--- config.mk ---
export PLATFORM = sky130hd
export DESIGN_NAME = keypad_scanner
export DESIGN_NICKNAME = d
export VERILOG_FILES = /design/src/rtl/keypad_scanner.sv
export SDC_FILE = /design/constraint.sdc
export NUM_CORES = 1
export LEC_CHECK = 0
export CORE_MARGIN = 5
export CORE_UTILIZATION = 60
export DETAILED_ROUTE_END_ITERATION = 12
export MAX_ROUTING_LAYER = met4
export PLACE_DENSITY = 0.79
export SLEW_MARGIN = 0
export SYNTH_ARGS = -nofsm -noshare
export SYNTH_HDL_FRONTEND = slang
export SYNTH_SLANG_ARGS = --single-unit
--- constraint.sdc ---
create_clock -name clk -period 6.4 [get_ports clk]
set_clock_uncertainty 0.05 [all_clocks]
set_input_delay 1.28 -clock clk [delete_from_list [all_inputs] [get_ports clk]]
set_output_delay 1.28 -clock clk [all_outputs]
set_load 0.1 [all_outputs]
--- src/rtl/keypad_scanner.sv ---
// keypad_scanner: 4x4 matrix keypad front end.
// Strobes one row at a time, samples the synchronized columns once per row,
// debounces whole 16-key frame snapshots and reports each clean single-key
// press as a 4-bit code (row*4+col) through a valid/ack handshake.
module keypad_scanner #(
   parameter int SCAN_DIV = 1000,  // clk cycles per row, >= 4
   parameter int DEBOUNCE = 4      // identical frames needed, >= 1
) (
   input  logic       clk,
   input  logic       clr_n,
   output logic [3:0] row_en,
   input  logic [3:0] col_in,
   output logic [3:0] key_code,
   output logic       key_valid,
   input  logic       key_ack,
   output logic       key_held,
   output logic       overrun
);

   localparam int                CNT_W    = $clog2(SCAN_DIV);
   localparam logic [CNT_W-1:0]  CNT_LAST = CNT_W'(SCAN_DIV - 1);
   localparam int                STB_W    = $clog2(DEBOUNCE + 1);
   localparam logic [STB_W-1:0]  STB_FULL = STB_W'(DEBOUNCE);

   logic [3:0]       col_meta;
   logic [3:0]       col_sync;
   logic [CNT_W-1:0] scan_cnt;
   logic [1:0]       row;
   logic [11:0]      snap_lo;     // rows 0..2 of the frame in progress
   logic [15:0]      prev_snap;
   logic [15:0]      debounced;
   logic [15:0]      deb_last;    // debounced one cycle ago, for edge detection
   logic [STB_W-1:0] stable_cnt;

   logic             sample_now;
   logic [3:0]       row_keys;
   logic [15:0]      frame_snap;
   logic [STB_W-1:0] stable_next;
   logic             press_event;
   logic [3:0]       press_code;

   assign row_en = ~(4'b0001 << row);

   // Sample point, current row's pressed keys, the completed frame and the next stable count.
   always_comb begin
      // NOTE: every combinational output gets a default first so no path can infer a latch.
      sample_now  = (scan_cnt == CNT_LAST);
      row_keys    = ~col_sync;
      frame_snap  = {row_keys, snap_lo};
      stable_next = STB_W'(1);
      if (frame_snap == prev_snap)
         stable_next = (stable_cnt == STB_FULL) ? STB_FULL : stable_cnt + STB_W'(1);
   end

   // A press is a move from nothing held to exactly one key held; code is that key's index.
   always_comb begin
      press_event = (deb_last == 16'h0000) && $onehot(debounced);
      press_code  = 4'd0;
      for (int i = 0; i < 16; i++)
         if (debounced[i]) press_code = 4'(i);
   end

   // Two-flop synchronizer for the asynchronous column lines (idle high).
   always_ff @(posedge clk or negedge clr_n) begin
      // NOTE: sequential state uses non-blocking assignments so every flop sees pre-edge values.
      if (!clr_n) begin
         col_meta <= 4'hF;
         col_sync <= 4'hF;
      end else begin
         col_meta <= col_in;
         col_sync <= col_meta;
      end
   end

   // Row sequencer: each row is driven for SCAN_DIV cycles, then the next row takes over.
   always_ff @(posedge clk or negedge clr_n) begin
      if (!clr_n) begin
         scan_cnt <= '0;
         row      <= 2'd0;
      end else if (sample_now) begin
         scan_cnt <= '0;
         row      <= row + 2'd1;
      end else begin
         scan_cnt <= scan_cnt + CNT_W'(1);
      end
   end

   // Capture each row's keys; row 3 closes the frame and runs the debounce comparison.
   always_ff @(posedge clk or negedge clr_n) begin
      if (!clr_n) begin
         snap_lo    <= '0;
         prev_snap  <= '0;
         stable_cnt <= '0;
         debounced  <= '0;
      end else if (sample_now) begin
         case (row)
            2'd0:    snap_lo[3:0]  <= row_keys;
            2'd1:    snap_lo[7:4]  <= row_keys;
            2'd2:    snap_lo[11:8] <= row_keys;
            default: begin
               prev_snap  <= frame_snap;
               stable_cnt <= stable_next;
               if (stable_next == STB_FULL)
                  debounced <= frame_snap;
            end
         endcase
      end
   end

   // Consumer handshake: load on a press, drop and flag overrun if the last code is unread.
   always_ff @(posedge clk or negedge clr_n) begin
      if (!clr_n) begin
         deb_last  <= '0;
         key_held  <= 1'b0;
         key_code  <= 4'd0;
         key_valid <= 1'b0;
         overrun   <= 1'b0;
      end else begin
         deb_last <= debounced;
         key_held <= |debounced;
         if (press_event) begin
            if (!key_valid || key_ack) begin
               key_code  <= press_code;
               key_valid <= 1'b1;
               overrun   <= 1'b0;
            end else begin
               overrun   <= 1'b1;
            end
         end else if (key_valid && key_ack) begin
            key_valid <= 1'b0;
            overrun   <= 1'b0;
         end
      end
   end

endmodule

# After elaboration in Yosys (flattened, before gate mapping)
# Index checks and enable logic that the tools add are counted.
dict set report word_totals {
  ff_bits 90
  input_bits 7
  output_inout_bits 11
}
dict set report op_classes {
  add_sub_neg 18
  n_eq_ne 8
  shift 1
  muxes 23
  bitwise_logic 3
  reduce_logical 16
}
# cell n
set op_table {}
lappend op_table {{two-way mux 4 bit} 11}
lappend op_table {{adder 1 x 1 -> 2 bit} 8}
lappend op_table {{equality test 16 bit} 1}
lappend op_table {{logical NOT 16 bit} 1}
lappend op_table {{OR reduction 16 bit} 1}
lappend op_table {{adder 2 x 2 -> 3 bit} 4}
lappend op_table {{AND reduction 2 bit} 6}
lappend op_table {{adder 10 x 1 -> 10 bit, second input constant} 1}
lappend op_table {{equality test 10 bit, second input constant} 1}
lappend op_table {{two-way mux 10 bit} 1}
lappend op_table {{two-way mux 3 bit} 3}
lappend op_table {{adder 3 x 3 -> 4 bit} 2}
lappend op_table {{inverter 4 bit} 2}
lappend op_table {{equality test 3 bit, second input constant} 2}
lappend op_table {{two-way mux 1 bit} 6}
lappend op_table {{adder 4 x 4 -> 5 bit} 1}
lappend op_table {{equality test 5 x 1 -> 1 bit, second input constant} 1}
lappend op_table {{two-way mux 2 bit} 2}
lappend op_table {{left shift 1 x 2 -> 4 bit, first input constant} 1}
lappend op_table {{adder 3 x 1 -> 3 bit, second input constant} 1}
lappend op_table {{AND reduction 3 bit} 1}
lappend op_table {{OR reduction 3 bit} 1}
lappend op_table {{adder 2 x 1 -> 2 bit, second input constant} 1}
lappend op_table {{equality test 2 x 1 -> 1 bit, second input constant} 1}
lappend op_table {{8 further kinds} 9}

# Depth between registers and ports, before layout
# Gate-level depths: netlist (run 1).
dict set report depth {
  depth_word 15
  mapped_depth 15
  mapped_depth_nobuf 15
}

# Worst setup path after synthesis (run 1)
# No wires, ideal clock.
dict set report synth_path {
  path_type {register -> register}
  from {register debounced[5]}
  to {register key_code[0]}
  setup_ns 0.125
  t_arrival_ns 4.462
  required_ns 6.225
  path_slack_ns 1.763
  stages_incl_launch_ff 16
  path_buffers 0
  synth_period_minus_slack_ns 4.637
  path_cell_list {dfrtp_1 > inv_1 > fa_1 > inv_1 > fa_1 > fa_1 > inv_1 > fa_1 > inv_1 > ha_1 > fa_1 > nor4b_1 > and3_1 > nand3_1 > nor3_1 > mux2_2}
}
dict set report synth_between {
  elab_chain_len 11
  word_cells_on_any_way 18
  cone_classes {4 x add/sub; 1 x eq/ne; 11 x mux; 2 x reduce/logical}
}
# element line_no
set synth_lines {}
lappend synth_lines {{start, declared} 31} ;# logic [15:0] debounced;
lappend synth_lines {{start signal, assigned} 104} ;# debounced <= frame_snap;
lappend synth_lines {{branches (longest 11 deep; another with adder 4 x 4 -> 5 bit)} n/a}
lappend synth_lines {{end signal, assigned} 123} ;# key_code <= press_code;
lappend synth_lines {{end, declared} 13} ;# output logic [3:0] key_code,
# Several ways; the timed one is not identified.
# A chain may end at the register's enable or synchronous reset.

# Worst setup path after layout (run 1)
dict set report layout_path {
  from {register debounced[5]}
  to {register key_code[2]}
}
# The elaborated chain is that of the path after synthesis.

==> flow_metrics.tcl, run 1 <==
set metrics [dict create \
    status "completed" \
    grt_max_degree 69 \
    synth_cells 354 \
    setup_viol 0 \
    grt_pass1_wl_mm 12.45 \
    path_cells "inv_1 -> fa_1 -> inv_1 -> fa_1 -> fa_1 -> inv_1 -> fa_1 -> inv_1 -> ha_1 -> fa_1 -> nor4b_1 -> and3_1 -> nand3_1 -> nor3_1 -> mux2_2" \
    cts_tree "done" \
    ys_warn_count 0 \
    numPortBuffers 17 \
    gp_congestion 0.8293 \
    power_switching_w 0.0002084 \
    post_synth.cell_area_avg_um2 11.43 \
    slowest_delay_ns 0.54 \
    track_usage_pct 19.28 \
    cts.sinks 90 \
    worst_hold_slack_ns 0.3098 \
    cp.arrival_ns 5.13 \
    netlist_area_mm2 0.004046 \
    htree_levels 3 \
    cts_hold_buffers 0 \
    antenna_found_initial 0 \
    synth_edf_count 0 \
    layout-drive-gt1-share_pct 10.99 \
    hold_class "flip-flop to flip-flop" \
    design.core.area_mm2 0.006681 \
    hold_depth 0 \
    avgRoutedWirePerCell_um 15.12 \
    drtIter0Drc 138 \
    slew_violations 0 \
    num_vias 2521 \
    grt_pass1_vias 2550 \
    crit_top_cell "fa_1" \
    cts.repair.resized 0 \
    avgViaCountPerCell 5.457 \
    synth_cell_types 38 \
    clockRootBuffer "clkbuf_8" \
    num_rows 30 \
    cp_slowest_cell "fa_1" \
    r2r_cells 15 \
    grt.overflow.total 0 \
    clkPwrFrac_pct 41.7 \
    cts_inserted_buffers 9 \
    die_x_um 92.12 \
    worstMarginPinSlew_ns 1.006 \
    insertion_delay_ns 0.35 \
    ys_seq_elements 90 \
    min_period_ns 4.939 \
    p_seq_share_pct 56.6 \
    post-route-period-util_pct 77.17 \
    cp-end-kind "flip-flop" \
    leakagePower_nw 2.211 \
    vdd_drop_max_mv 0.1691 \
    switching_share_pct 20.47 \
    syn2layout_area_growth_pct 11.38 \
    synthArstFlopShare_pct 100.0 \
    ant_nets 0 \
    cts_setup_buffers 0 \
    internal_power_w 0.0008095 \
    cp_max_fo 6 \
    first_pass_iters 4 \
    synth_nets 384 \
    dp_hpwl_mm 4.946 \
    drt-total-wl_mm 6.986 \
    dieHeight_um 92.12 \
    ys.flop_type "dfrtp_1" \
    slew-limit-headroom_pct 32.73 \
    route.detailed.drc 0 \
    io_pins 18 \
    clockBufferDepth 2 \
    tns_ns 0 \
    dieArea_mm2 0.008486 \
    cts.reportedPaths.clkPinSlew_ns 0.09 \
    powerDensity_mw_per_mm2 225.9 \
    share_comb_of_total_power_pct 1.7 \
    synth_seq_area_share_pct 55.91 \
    maxCapViolations 0 \
    fmax_mhz 202.5 \
    initial_core_util_pct 60.56 \
    rsz0062_at_grt "false" \
    hold_violations 0 \
    diodes 0 \
    start_kind "flip-flop" \
    worstSetupPathType "flip-flop to flip-flop" \
    required_ns 6.59 \
    nNetsFinal 407 \
]
==> worst max-delay path, delay by kind of cell, from the launching register on <==
kind          cells  cell delay [ns]
buf+inv           4             0.22
flops             1             0.43
simple gates      4             1.11
fa+ha+maj         6             2.61
mux               1             0.40
==> registers in the layout (all words and copies together), names as in the netlist <==
| register | cells |
|---|---|
| col_meta | 4 |
| col_sync | 4 |
| deb_last | 16 |
| debounced | 16 |
| key_code | 4 |
| key_held | 1 |
| key_valid | 1 |
| overrun | 1 |
| prev_snap | 16 |
| row | 2 |
| scan_cnt | 10 |
| snap_lo | 12 |
| stable_cnt | 3 |
==> stage by stage <==
stage	utilization, %	setup WS (ns)	instance area (µm²)	instances	power, W
2_1_floorplan	-	1.763	4046	354	0.0005882
3_3_place_gp	64.18	1.586	4288	446	0.0006050
3_5_place_dp	64.18	1.451	4288	446	0.0006054
4_1_cts	67.45	1.459	4507	462	0.001026
5_1_grt	67.45	1.251	4507	462	0.001055
6_report	67.45	1.461	4507	462	0.001018
==> layout make-up <==
type / count / area (µm²)
fillers: 499 / 2175
multi-input cells: 222 / 1615
repair buffers: 18 / 175.2
well taps: 80 / 100.1
clock buffers: 12 / 145.1
clock inverters: 4 / 73.82
inverters: 36 / 135.1
flip-flops and latches: 90 / 2262
==> power groups by stage <==
stage	sequential [W]	combinational, W	clock [W]
finish	0.000576	0.0000171	0.000425
global route	0.000577	0.0000202	0.000458
CTS	0.000576	0.0000181	0.000432
detailed placement	0.000587	0.0000181	0
global placement	0.000587	0.0000179	0
floorplan	0.000586	0.00000243	0
==> kinds of logic (layout without fill, tap and decap cells) <==
| logic type | after synthesis | after routing | share of synthesized area, % |
|---|---|---|---|
| XOR/XNOR | 24 | 24 | 5.195 |
| AND/OR/NAND/NOR | 113 | 113 | 13.73 |
| adder cells (fa/ha/maj) | 23 | 23 | 8.967 |
| buffers and inverters | 42 | 70 | 4.174 |
| AO/OA/AOI/OAI | 42 | 42 | 6.061 |
| flip-flops | 90 | 90 | 55.91 |
| multiplexers | 20 | 20 | 5.968 |
==> synthesized netlist by cell type, drive strengths merged, types with 3 or more instances <==
master   n  area share (%)
nand2   62             5.8
dfstp    8             5.2
xnor2   16             3.5
a21oi    9             1.1
ha      13             4.0
mux2    15             4.7
xor2     8             1.7
clkbuf   4            0.37
nor4     9             2.1
mux2i    5             1.2
fa      10             4.9
nand4    6            0.93
nor2    13             1.2
nand3    8             1.3
nor3     3            0.37
dfrtp   82              51
o21ai   22             2.7
inv     36             3.3
nor2b    4            0.62
==> routing by layer <==
layer / routed length [µm] / share of wire, % / global-route usage [%] / vias up
li1: - / - / - / 1217
met1: 3245 / 46 / 25.77 / 1261
met2: 3456 / 49 / 30.05 / 31
met3: 188 / 2.7 / 3.938 / 12
met4: 96 / 1.4 / 5.941 / 0
met5: 0 / 0 / - / -
==> cell usage in the layout, fill, tap and decap left out, drive strengths merged, types with 9 or more instances in the layout <==
master / synthesis / layout
clkbuf: 4 / 12
clkdlybuf4s50: 0 / 16
fa: 10 / 10
dfrtp: 82 / 82
inv: 36 / 37
o21ai: 22 / 22
nor4: 9 / 9
nor2: 13 / 13
a21oi: 9 / 9
nand2: 62 / 62
xnor2: 16 / 16
mux2: 15 / 15
ha: 13 / 13
==> final timing paths <==
kind	from	endpoint	slack, ns
setup / recovery	debounced[5]$_DFFE_PN0P_	key_code[2]$_DFFE_PN0P_	1.46
hold / removal	col_meta[3]$_DFF_PN1_	col_sync[3]$_DFF_PN1_	0.31
setup reg to reg	debounced[5]$_DFFE_PN0P_	key_code[2]$_DFFE_PN0P_	1.46
hold reg to reg	col_meta[3]$_DFF_PN1_	col_sync[3]$_DFF_PN1_	0.31
max in group asynchronous	clr_n	prev_snap[10]$_DFFE_PN0P_	4.43
min in group asynchronous	clr_n	scan_cnt[6]$_DFF_PN0_	0.76
Power figures use the tool's default switching activity.
==> run 2: changes to the inputs <==
- CORE_UTILIZATION: 60 -> 54
- PLACE_DENSITY: 0.79 -> 0.75
- clock period: 6.4 -> 4.5 ns (I/O delays scaled with it)
==> run 2 against run 1 <==
  * Flip-flop and latch count is the same
  * Largest power group unchanged
  * Clock power grew 19%
  * Global-route usage shrank 0.51 points
  * Die area rose by 9.9%
  * Utilization shrank 4.1 points
  * Power grew 32%
  * Critical path depth did not move
==> flow_metrics.tcl, run 2 (same netlist as run 1, synthesis figures left out) <==
set metrics [dict create \
    status "completed" \
    crit_start "debounced[11]$_DFFE_PN0P_" \
    slew-limit-headroom_pct 28.03 \
    layout_commonest_cell "dfrtp_1" \
    worstMarginPinSlew_ns 1.080 \
    dieHeight_um 96.57 \
    initial_core_util_pct 55.49 \
    path_depth 15 \
    syn2layout_area_growth_pct 14.13 \
    gp_congestion 0.8192 \
    num_rows 31 \
    io_pins 18 \
    avgRoutedWirePerCell_um 14.67 \
    route.detailed.drc 0 \
    r2r_slack_ns 0.05 \
    crit_top_cell "fa_1" \
    cp.arrival_ns 4.65 \
    cp-endpoint "key_code[1]$_DFFE_PN0P_" \
    layout-drive-gt1-share_pct 15.19 \
    seqCellArea_mm2 0.002262 \
    powerDensity_mw_per_mm2 291.8 \
    avgViaCountPerCell 5.229 \
    maxCapViolations 0 \
    path_cells "fa_1 -> inv_1 -> fa_1 -> inv_1 -> fa_1 -> inv_1 -> fa_1 -> inv_1 -> ha_2 -> fa_1 -> nor4b_2 -> and3_1 -> nand3_2 -> nor3_4 -> mux2_2" \
    grt_pass1_wl_mm 12.78 \
    worst_r2r_endpoint "key_code[1]$_DFFE_PN0P_" \
    drt-total-wl_mm 7.247 \
    htree_levels 3 \
    drtIter0Drc 115 \
    rsz0062_at_grt "true" \
    cp_top_family "adder cells" \
    design.core.area_mm2 0.007292 \
    dieArea_mm2 0.009325 \
    fmax_mhz 224.6 \
    num_vias 2583 \
    ant_nets 0 \
    nNetsFinal 420 \
    vdd_drop_max_mv 0.1997 \
    r2r-start "debounced[11]$_DFFE_PN0P_" \
    dp_hpwl_mm 5.083 \
    cts_inserted_buffers 9 \
    cp_slowest_cell "fa_1" \
    slew_violations 0 \
    numPortBuffers 17 \
    die_x_um 96.57 \
    hold_violations 0 \
    first_pass_iters 4 \
    start_kind "flip-flop" \
    required_ns 4.70 \
    worstSetupPathType "flip-flop to flip-flop" \
    insertion_delay_ns 0.36 \
    multiInputGateArea_mm2 0.001644 \
    cts_hold_buffers 0 \
    antenna_found_initial 0 \
    final_cell_mix "dfrtp_1 (82), nand2_1 (62), inv_1 (36)" \
    diodes 0 \
    stdcell_count 494 \
    reg.largest.list "deb_last (16), debounced (16), prev_snap (16)" \
    min_period_ns 4.452 \
    fill_cells 604 \
    clockRootBuffer "clkbuf_8" \
    leakagePower_nw 2.262 \
    grt_max_degree 91 \
    fin_util_pct 63.33 \
    cp-end-kind "flip-flop" \
    dpl.cell_count 477 \
    cts.reportedPaths.clkPinSlew_ns 0.09 \
    track_usage_pct 18.76 \
    r2r_cells 15 \
    cts_tree "done" \
    setup_viol 0 \
    grt.overflow.total 0 \
    hold_class "flip-flop to flip-flop" \
    crit_buf_inv 4 \
    cts.sinks 90 \
    slowest_delay_ns 0.53 \
    cp_max_fo 4 \
    clockBufferDepth 2 \
    grt_pass1_vias 2608 \
    post-route-period-util_pct 98.92 \
]
-- run 2: per-layer routing --
| layer | routed length (µm) | part of all wire, % | track usage, % | vias up |
|---|---|---|---|---|
| li1 | - | - | - | 1244 |
| met2 | 3522 | 49 | 28.91 | 39 |
| met4 | 132 | 1.8 | 7.009 | 0 |
| met3 | 216 | 3.0 | 3.641 | 13 |
| met1 | 3375 | 47 | 24.94 | 1287 |
| met5 | 0 | 0 | - | - |
-- run 2: report_power, final --
group | switching [W] | internal (W) | leakage [nW]
logic | 0.0000176 | 0.00000602 | 0.961
clock network | 0.000285 | 0.000219 | 0.0899
registers | 0.00000500 | 0.000815 | 1.21
total | 0.000308 | 0.00104 | 2.26
-- run 2: stage by stage --
step / setup WS (ns) / cell area, µm² / setup TNS [ns] / hold WS [ns] / total power (W)
floorplan: 0.004416 / 4058 / 0 / 0.2952 / 0.0008366
global placement: -0.03599 / 4413 / -0.1055 / 0.2956 / 0.0008600
detailed placement: -0.08087 / 4413 / -0.2345 / 0.2990 / 0.0008607
CTS: 0.01163 / 4604 / 0 / 0.3125 / 0.001364
global route: -0.1405 / 4618 / -0.5049 / 0.3185 / 0.001401
finish: 0.04839 / 4618 / 0 / 0.3116 / 0.001348
-- run 2: how the worst min path moves through the flow --
stage | to | from | depth (start not counted) | slack, ns
2_1_floorplan | col_sync[0]$_DFF_PN1_ | col_meta[0]$_DFF_PN1_ | 0 | 0.30
3_3_place_gp | col_sync[2]$_DFF_PN1_ | col_meta[2]$_DFF_PN1_ | 0 | 0.30
3_5_place_dp | col_sync[3]$_DFF_PN1_ | col_meta[3]$_DFF_PN1_ | 0 | 0.30
4_1_cts | col_sync[3]$_DFF_PN1_ | col_meta[3]$_DFF_PN1_ | 0 | 0.31
5_1_grt | col_sync[2]$_DFF_PN1_ | col_meta[2]$_DFF_PN1_ | 0 | 0.32
6_report | col_sync[1]$_DFF_PN1_ | col_meta[1]$_DFF_PN1_ | 0 | 0.31
-- run 2: area by class of cell --
class	instances	area share (%)
well taps	99	2.682
multi-input cells	222	35.60
repair buffers	31	5.906
flip-flops and latches	90	48.98
clock inverters	5	0.8399
clock buffers	11	3.062
inverters	36	2.926
-- run 2: repair_timing --
action / 4_1_cts / 5_1_grt
gates resized for setup: 2 / 2
pin swaps: 1 / 0
endpoints found under the setup margin: 4 / 5
setup buffers: 0 / 1
